**config.mk**
```make
export PLATFORM = sky130hd
export DESIGN_NAME = uart_rx_core
export DESIGN_NICKNAME = d
export VERILOG_FILES = /design/src/rtl/uart_pkg.sv /design/src/rtl/uart_sync2.sv /design/src/rtl/uart_rx_core.sv
export SDC_FILE = /design/constraint.sdc
export NUM_CORES = 1
export LEC_CHECK = 0
export CORE_ASPECT_RATIO = 1.4
export CORE_MARGIN = 5
export CORE_UTILIZATION = 31
export DETAILED_ROUTE_END_ITERATION = 6
export PLACE_DENSITY = 0.54
export SYNTH_ARGS = -nofsm -noshare
export SYNTH_HDL_FRONTEND = slang
export SYNTH_SLANG_ARGS = --single-unit
```
**constraint.sdc**
```tcl
create_clock -name clk -period 2.1 [get_ports clk]
set_clock_uncertainty 0.15 [all_clocks]
set_input_delay 0.42 -clock clk [delete_from_list [all_inputs] [get_ports clk]]
set_output_delay 0.42 -clock clk [all_outputs]
set_load 0.005 [all_outputs]
```
**src/rtl/uart_pkg.sv**
```systemverilog
// rtl/uart_pkg.sv - shared UART types, parity modes and parity helper
package uart_pkg;

    typedef enum logic [2:0] {
        ST_IDLE,
        ST_START,
        ST_DATA,
        ST_PARITY,
        ST_STOP
    } rx_state_t;

    localparam int PAR_NONE = 0;
    localparam int PAR_EVEN = 1;
    localparam int PAR_ODD  = 2;

    // Expected parity bit for a zero-padded word; callers pass the unused upper bits as 0.
    function automatic logic parity_calc(input logic [15:0] word, input int mode);
        logic p;
        p = ^word;
        if (mode == PAR_ODD) begin
            p = ~p;
        end else if (mode != PAR_EVEN) begin
            p = 1'b0;
        end
        return p;
    endfunction

endpackage

```
**src/rtl/uart_sync2.sv**
```systemverilog
// rtl/uart_sync2.sv - two-flop synchroniser for asynchronous single-bit inputs
module uart_sync2 #(
    parameter logic RESET_VAL = 1'b1
) (
    input  logic clk,
    input  logic rst_n,
    input  logic d,
    output logic q
);

    logic meta;

    always_ff @(posedge clk or negedge rst_n) begin
        if (!rst_n) begin
            meta <= RESET_VAL;
            q    <= RESET_VAL;
        end else begin
            meta <= d;
            q    <= meta;
        end
    end

endmodule

```
**src/rtl/uart_rx_core.sv**
```systemverilog
// rtl/uart_rx_core.sv - parametrised mid-bit sampling UART receiver with
// one-entry output buffer and parity / framing / overrun flags
module uart_rx_core
    import uart_pkg::*;
#(
    parameter int DATA_W       = 8,
    parameter int CLKS_PER_BIT = 16,
    parameter int PARITY       = 1,
    parameter int STOP_BITS    = 1
) (
    input  logic              clk,
    input  logic              rst_n,
    input  logic              u_rx,
    input  logic              en_rx,
    output logic [DATA_W-1:0] data,
    output logic              valid,
    input  logic              ready,
    output logic              parity_err,
    output logic              frame_err,
    output logic              overrun
);

    localparam int CNT_W = $clog2(CLKS_PER_BIT);
    localparam int IDX_W = $clog2(DATA_W + 1);
    localparam logic [CNT_W-1:0] HALF_END = CNT_W'(CLKS_PER_BIT / 2 - 1);
    localparam logic [CNT_W-1:0] FULL_END = CNT_W'(CLKS_PER_BIT - 1);
    localparam logic [IDX_W-1:0] IDX_LAST = IDX_W'(DATA_W - 1);

    rx_state_t          state, state_nx;
    logic               rxs, rxs_d;
    logic [CNT_W-1:0]   cnt;
    logic [IDX_W-1:0]   idx;
    logic               stop_idx;
    logic [DATA_W-1:0]  shreg;
    logic               par_bad, stop_bad;
    logic               tick, stop_last;
    logic               done, perr_fin, ferr_fin, good, load, ovr_fire;

    uart_sync2 #(.RESET_VAL(1'b1)) u_sync (
        .clk   (clk),
        .rst_n (rst_n),
        .d     (u_rx),
        .q     (rxs)
    );

    // START waits half a bit to land mid-bit; every later sample is a full bit apart.
    assign tick      = (state == ST_START) ? (cnt == HALF_END) : (cnt == FULL_END);
    assign stop_last = (STOP_BITS == 1) || stop_idx;

    always_ff @(posedge clk or negedge rst_n) begin
        if (!rst_n) begin
            state <= ST_IDLE;
        end else begin
            state <= state_nx;
        end
    end

    always_comb begin
        state_nx = state;
        if (state != ST_IDLE && !en_rx) begin
            state_nx = ST_IDLE;
        end else begin
            case (state)
                ST_IDLE: begin
                    if (en_rx && rxs_d && !rxs) state_nx = ST_START;
                end
                ST_START: begin
                    if (tick) state_nx = rxs ? ST_IDLE : ST_DATA;
                end
                ST_DATA: begin
                    if (tick && idx == IDX_LAST) begin
                        state_nx = (PARITY != PAR_NONE) ? ST_PARITY : ST_STOP;
                    end
                end
                ST_PARITY: begin
                    if (tick) state_nx = ST_STOP;
                end
                ST_STOP: begin
                    if (tick && stop_last) state_nx = ST_IDLE;
                end
                default: state_nx = ST_IDLE;
            endcase
        end
    end

    always_comb begin
        done     = en_rx && (state == ST_STOP) && tick && stop_last;
        perr_fin = par_bad;
        ferr_fin = stop_bad || !rxs;
        good     = done && !perr_fin && !ferr_fin;
        load     = good && (!valid || ready);
        ovr_fire = good && valid && !ready;
    end

    always_ff @(posedge clk or negedge rst_n) begin
        if (!rst_n) begin
            rxs_d    <= 1'b1;
            cnt      <= '0;
            idx      <= '0;
            stop_idx <= 1'b0;
            shreg    <= '0;
            par_bad  <= 1'b0;
            stop_bad <= 1'b0;
        end else begin
            rxs_d <= rxs;
            if (state == ST_IDLE || tick) begin
                cnt <= '0;
            end else begin
                cnt <= cnt + CNT_W'(1);
            end
            if (state == ST_START) begin
                idx      <= '0;
                par_bad  <= 1'b0;
                stop_bad <= 1'b0;
            end
            if (state == ST_DATA && tick) begin
                idx   <= idx + IDX_W'(1);
                shreg <= {rxs, shreg[DATA_W-1:1]};
            end
            if (state == ST_PARITY && tick) begin
                par_bad <= (rxs != parity_calc(16'(shreg), PARITY));
            end
            if (state != ST_STOP) begin
                stop_idx <= 1'b0;
            end else if (tick) begin
                stop_idx <= 1'b1;
                stop_bad <= stop_bad || !rxs;
            end
        end
    end

    always_ff @(posedge clk or negedge rst_n) begin
        if (!rst_n) begin
            data       <= '0;
            valid      <= 1'b0;
            parity_err <= 1'b0;
            frame_err  <= 1'b0;
            overrun    <= 1'b0;
        end else begin
            parity_err <= done && perr_fin;
            frame_err  <= done && ferr_fin;
            overrun    <= ovr_fire;
            if (load) begin
                data  <= shreg;
                valid <= 1'b1;
            end else if (valid && ready) begin
                valid <= 1'b0;
            end
        end
    end

endmodule

```
# == Yosys cells after proc, flatten, opt, wreduce, memory -nomap -nowiden ==
# Cells that the tools add are included.
# W data, S select, Z words.
# word_totals
latchBits,0
ff_bits,36
mem_count,0
out_inout_bits,12
ramBits,0
wordCells,81
inputBits,5
rom_bits,0
# op_classes
bitwise,0
div,0
n_mux,19
mul,0
n_lt_le_gt_ge,0
reduce_logical,32
n_shift,0
eq_ne,14
add_sub_neg,2
# op_table
op,n
$mux W3,6
$logic_and A1 B1 Y1,16
$reduce_xor A16 Y1,1
$ne A3 B3 Y1 const B,5
$pmux W3 S5,1
$mux W4,3
$add A4 B1 Y4 const B,2
$eq A4 B3 Y1 const B,2
$mux W1,8
$eq A3 B2 Y1 const B,2
$logic_not A1 Y1,6
$reduce_bool A2 Y1,3
$reduce_and A5 Y1,1
$eq A4 B4 Y1 const B,1
$eq A3 B1 Y1 const B,1
$eq A3 B3 Y1 const B,1
$logic_not A3 Y1,1
$logic_or A1 B1 Y1,3
$ne A3 B2 Y1 const B,1
$reduce_bool A3 Y1,1
$mux W2,1
$ne A1 B1 Y1,1

# == Logic depth before layout (Yosys ltp) ==
# depth
ltp_word,7
ltp_mapped,7
ltp_nobuf,5

# == Modules after synthesis ==
# From an unflattened synthesis, not the netlist that was laid out.
# hier_totals
hier_cells,139
area_unflattened_um2,1740.4
# by_module_without_submodules
mod,instances,seq_area_each_um2,cells_per_inst,area_per_inst_um2
uart_rx_core,1,852.1,137,1687.9
uart_sync2,1,52.6,2,52.6

# == Least setup slack after synthesis ==
# No wires, ideal clock.
# synth_timing
kind,reg-to-reg
startpoint,register state[1]
endpoint,register state[0]
t_required_ns,1.825
path_buffers,1
setup_time_ns,0.125
path_slack_ns,0.155
arrival_time_ns,1.670
synth_period_minus_slack_ns,1.945
path_stages_with_launch,6
path_cell_list,dfrtp_1 > buf_6 > or3b_4 > xnor2_4 > a311oi_2 > mux2_2
# synth_between
elab_chain_cells,5
elab_cells_between_ends,17
classes_between,eq/ne: 9; mux: 3; reduce/logical: 5
# synth_lines
item,line_no,text
"start, declared",uart_rx_core.sv:29,"rx_state_t state, state_nx;"
"start signal, assigned",uart_rx_core.sv:54,state <= state_nx;
$eq A3 B1 Y1,"uart_rx_core.sv:47, uart_rx_core.sv:63",
$mux W1,uart_rx_core.sv:47,assign tick = (state == ST_START) ? (cnt == HALF_END) : (cnt == FULL_END);
$logic_and A1 B1 Y1,uart_rx_core.sv:71,if (tick && idx == IDX_LAST) begin
$ne A3 B3 Y1 (no source line),-,
$reduce_and A5 Y1 (no source line),-,
# Several ways; a longest one is shown, not always the timed one.
# A chain may end at the register's enable or synchronous reset.

# == Final worst setup path ==
# layout_timing
startpoint,register state[2]
endpoint,register state[1]
# Same word-level chain as after synthesis.

==> results.py <==
metrics = {
    "finish": {
        "num_antenna_cells": 0,
        "finalNonFillerCells": 231,
        "drive_above_1_share_pct": 26.38,
        "fin_nets": 169,
        "nFillCells": 549,
        "syn_to_final_growth_pct": 21.26,
        "postLayoutCellArea_sq_mm": 0.002069,
        "final_common_cell": "dfrtp_1",
        "layout_common_cells": "dfrtp_1 (33), clkdlybuf4s50_1 (16), nor2_1 (10)",
    },
    "critical_path": {
        "crit_slowest_cell": "or3b_4",
        "critPathMaxFanout": 6,
        "critPathCaptureType": "register",
        "arrival_ps": 2050,
        "cp.required_ps": 2120,
        "path_cells": "or3b_4 -> xnor2_4 -> a311oi_2 -> mux2_2",
        "criticalPathCategory": "reg -> reg",
        "r2r_cells": 4,
        "worst_setup_path_start_kind": "register",
        "slowest_delay_ps": 470,
    },
    "yosys": {
        "synth.top_cell.area_share_pct": 48.39,
        "ys_seq_area_share_pct": 53.01,
        "synth_compound_area_share_pct": 6.965,
        "synthMuxAreaShare_pct": 14.15,
        "synth_ff_type": "dfrtp_1",
        "synth_nets": 142,
        "ys_async_sr_fraction_pct": 100.0,
        "ys_ff_latch": 36,
        "syn_avg_cell_area_sq_um": 12.64,
        "synth-xor-area-share_pct": 7.038,
        "synthSimpleGateAreaFrac_pct": 13.71,
        "syn_area_sq_mm": 0.001707,
        "synth_edf_count": 0,
        "synthCells": 135,
        "yosysWarnings": 0,
        "synth.largest_area_cell": "dfrtp_1",
        "synthAdderAreaFrac_pct": 1.466,
        "synthTopCellsByArea": "dfrtp_1 (48%), mux2_4 (7.0%), mux2_2 (5.9%), dfstp_2 (4.6%), xnor2_1 (3.1%)",
        "synth_top_family_by_area": "multiplexers",
        "synth_cell_types": 38,
    },
    "detailed_routing": {
        "vias_per_cell": 4.662,
        "wl_mm": 2.951,
        "vias": 1077,
        "dr.pass1.iters": 4,
        "drc_errors": 0,
        "avgRoutedWirePerCell_um": 12.77,
        "drtIter0Drc": 29,
        "ant_nets": 0,
    },
    "clocking": {
        "ctsHoldBuffers": 0,
        "clock_latency_ps": 290,
        "cts_buffers": 5,
        "post-cts-setup-buffers": 0,
        "htree_levels": 2,
        "cts_buffer_depth": 2,
        "cts.repair.resized": 0,
        "cts.clk_slew.worst_paths_ps": 70,
        "cts_tree": "built",
        "clock-root-buffer": "clkbuf_8",
        "cts_num_sinks": 36,
    },
    "timing": {
        "finalCritPeriodShare_pct": 96.71,
        "setup_violations": 0,
        "finalSetupTns_ps": 0,
        "drv_slew": 0,
        "max_slew_margin_pct": 70.20,
        "timing.final.crit_period_ps": 2031,
        "rsz0062_at_grt": "false",
        "max_clock_freq_mhz": 492.4,
        "worst_slew_pin_slew_ps": 447.0,
        "hold_violations": 0,
    },
    "floorplan": {
        "core-area_sq_mm": 0.005445,
        "die_w_um": 72.71,
        "rows": 32,
        "die_h_um": 97.79,
        "io_pins": 17,
        "die_area_sq_mm": 0.007110,
        "initial_core_util_pct": 31.34,
    },
    "place": {
        "port_buffers": 16,
        "gp_congestion": 0.7556,
        "dpl_cell_area_sq_mm": 0.001979,
        "dp_hpwl_mm": 2.192,
        "dpl.cell_count": 223,
    },
    "global_routing": {
        "grt_max_degree": 37,
        "grt_pass1_vias": 1140,
        "antenna_found_initial": 0,
        "gr-usage-all-layers_pct": 9.235,
        "overflow": 0,
        "grt_pass1_wl_mm": 5.140,
    },
    "power_and_ir_drop": {
        "vdd_drop_max_mv": 0.3906,
        "power.leakage_nw": 1.010,
        "power_density_mw_per_mm2": 629.8,
    },
    "worst_hold_path": {
        "hold_path_depth": 0,
        "hold_class": "reg -> reg",
    },
    "run": {
        "cap_violations": 0,
    },
    "outcome": {
        "status": "finished, final reports clean",
    },
}
[per-stage QoR]
step	total power [W]	worst slack, ps	hold WS (ps)	util [%]
after floorplan	0.0007811	154.9	-25.59	-
after global placement	0.0008176	133.6	198.2	36.35
after detailed placement	0.0008205	103.8	201.0	36.35
after CTS	0.001332	78.40	211.2	38.01
after global routing	0.001373	26.09	214.6	38.01
final	0.001303	69.05	209.5	38.01
[power by group]
group	total, W	internal [W]	switching [W]
Sequential	0.000714	0.000706	0.00000822
Combinational	0.0000923	0.0000422	0.0000501
Clock	0.000497	0.000267	0.000230
Total	0.00130	0.00102	0.000288
[sequential cells by signal, indices dropped and copies added, names as in the netlist, 3 cells and up]
| signal | flops |
|---|---|
| cnt | 4 |
| data | 8 |
| idx | 4 |
| shreg | 8 |
| state | 3 |
[cell usage after synthesis, types with 2 or more instances]
library cell	count
nor3b_1	3
nor3b_2	2
xor2_1	2
ha_1	2
dfstp_2	3
nand3_1	4
mux2_4	8
nand2_1	8
nor2_1	10
mux2_2	9
mux2i_1	2
inv_1	6
a21oi_1	3
buf_2	2
buf_6	2
dfrtp_1	33
nand2b_1	4
and3_1	2
xnor2_1	6
o21ai_0	5
a21o_1	2
[worst max-delay path, delay by kind of cell, from the launching register on]
| family | cells | cell delay (ps) |
|---|---|---|
| and+or+nand+nor | 1 | 470 |
| DFF | 1 | 450 |
| muxes | 1 | 380 |
| AOI/OAI and AO/OA | 1 | 320 |
| xor gates and xnor gates | 1 | 160 |
[per-layer routing]
metal	global-route usage, %	part of all wire [%]	vias up
met3	3.193	5.8	7
met1	10.60	41	531
met5	0	0	-
li1	-	-	516
met4	3.835	1.8	0
met2	15.37	51	23
[final cells by class]
class / count / area, sq um / share of cell area (%)
multi-input cells: 88 / 739.5 / 35.73
repair buffers: 25 / 227.7 / 11.00
inverters: 6 / 22.52 / 1.088
clock buffers: 8 / 90.09 / 4.353
flip-flops and latches: 36 / 904.6 / 43.71
well taps: 68 / 85.08 / 4.111
[kinds of logic after synthesis]
family | Yosys count
fa+ha+maj | 2
buf+inv | 11
mux | 19
flops | 36
simple gates | 40
xor+xnor | 10
compound gates | 17
[path summary, 6_finish.rpt]
| path | startpoint | end | slack, ps |
|---|---|---|---|
| max | state[2] | state[1] | 70 |
| min | u_sync.meta | u_sync.q | 210 |
| max reg2reg | state[2] | state[1] | 70 |
| min reg2reg | u_sync.meta | u_sync.q | 210 |
| max in group asynchronous | rst_n | u_sync.meta | 1060 |
| min in group asynchronous | rst_n | data[4] | 380 |
Power figures use the tool's default switching activity.
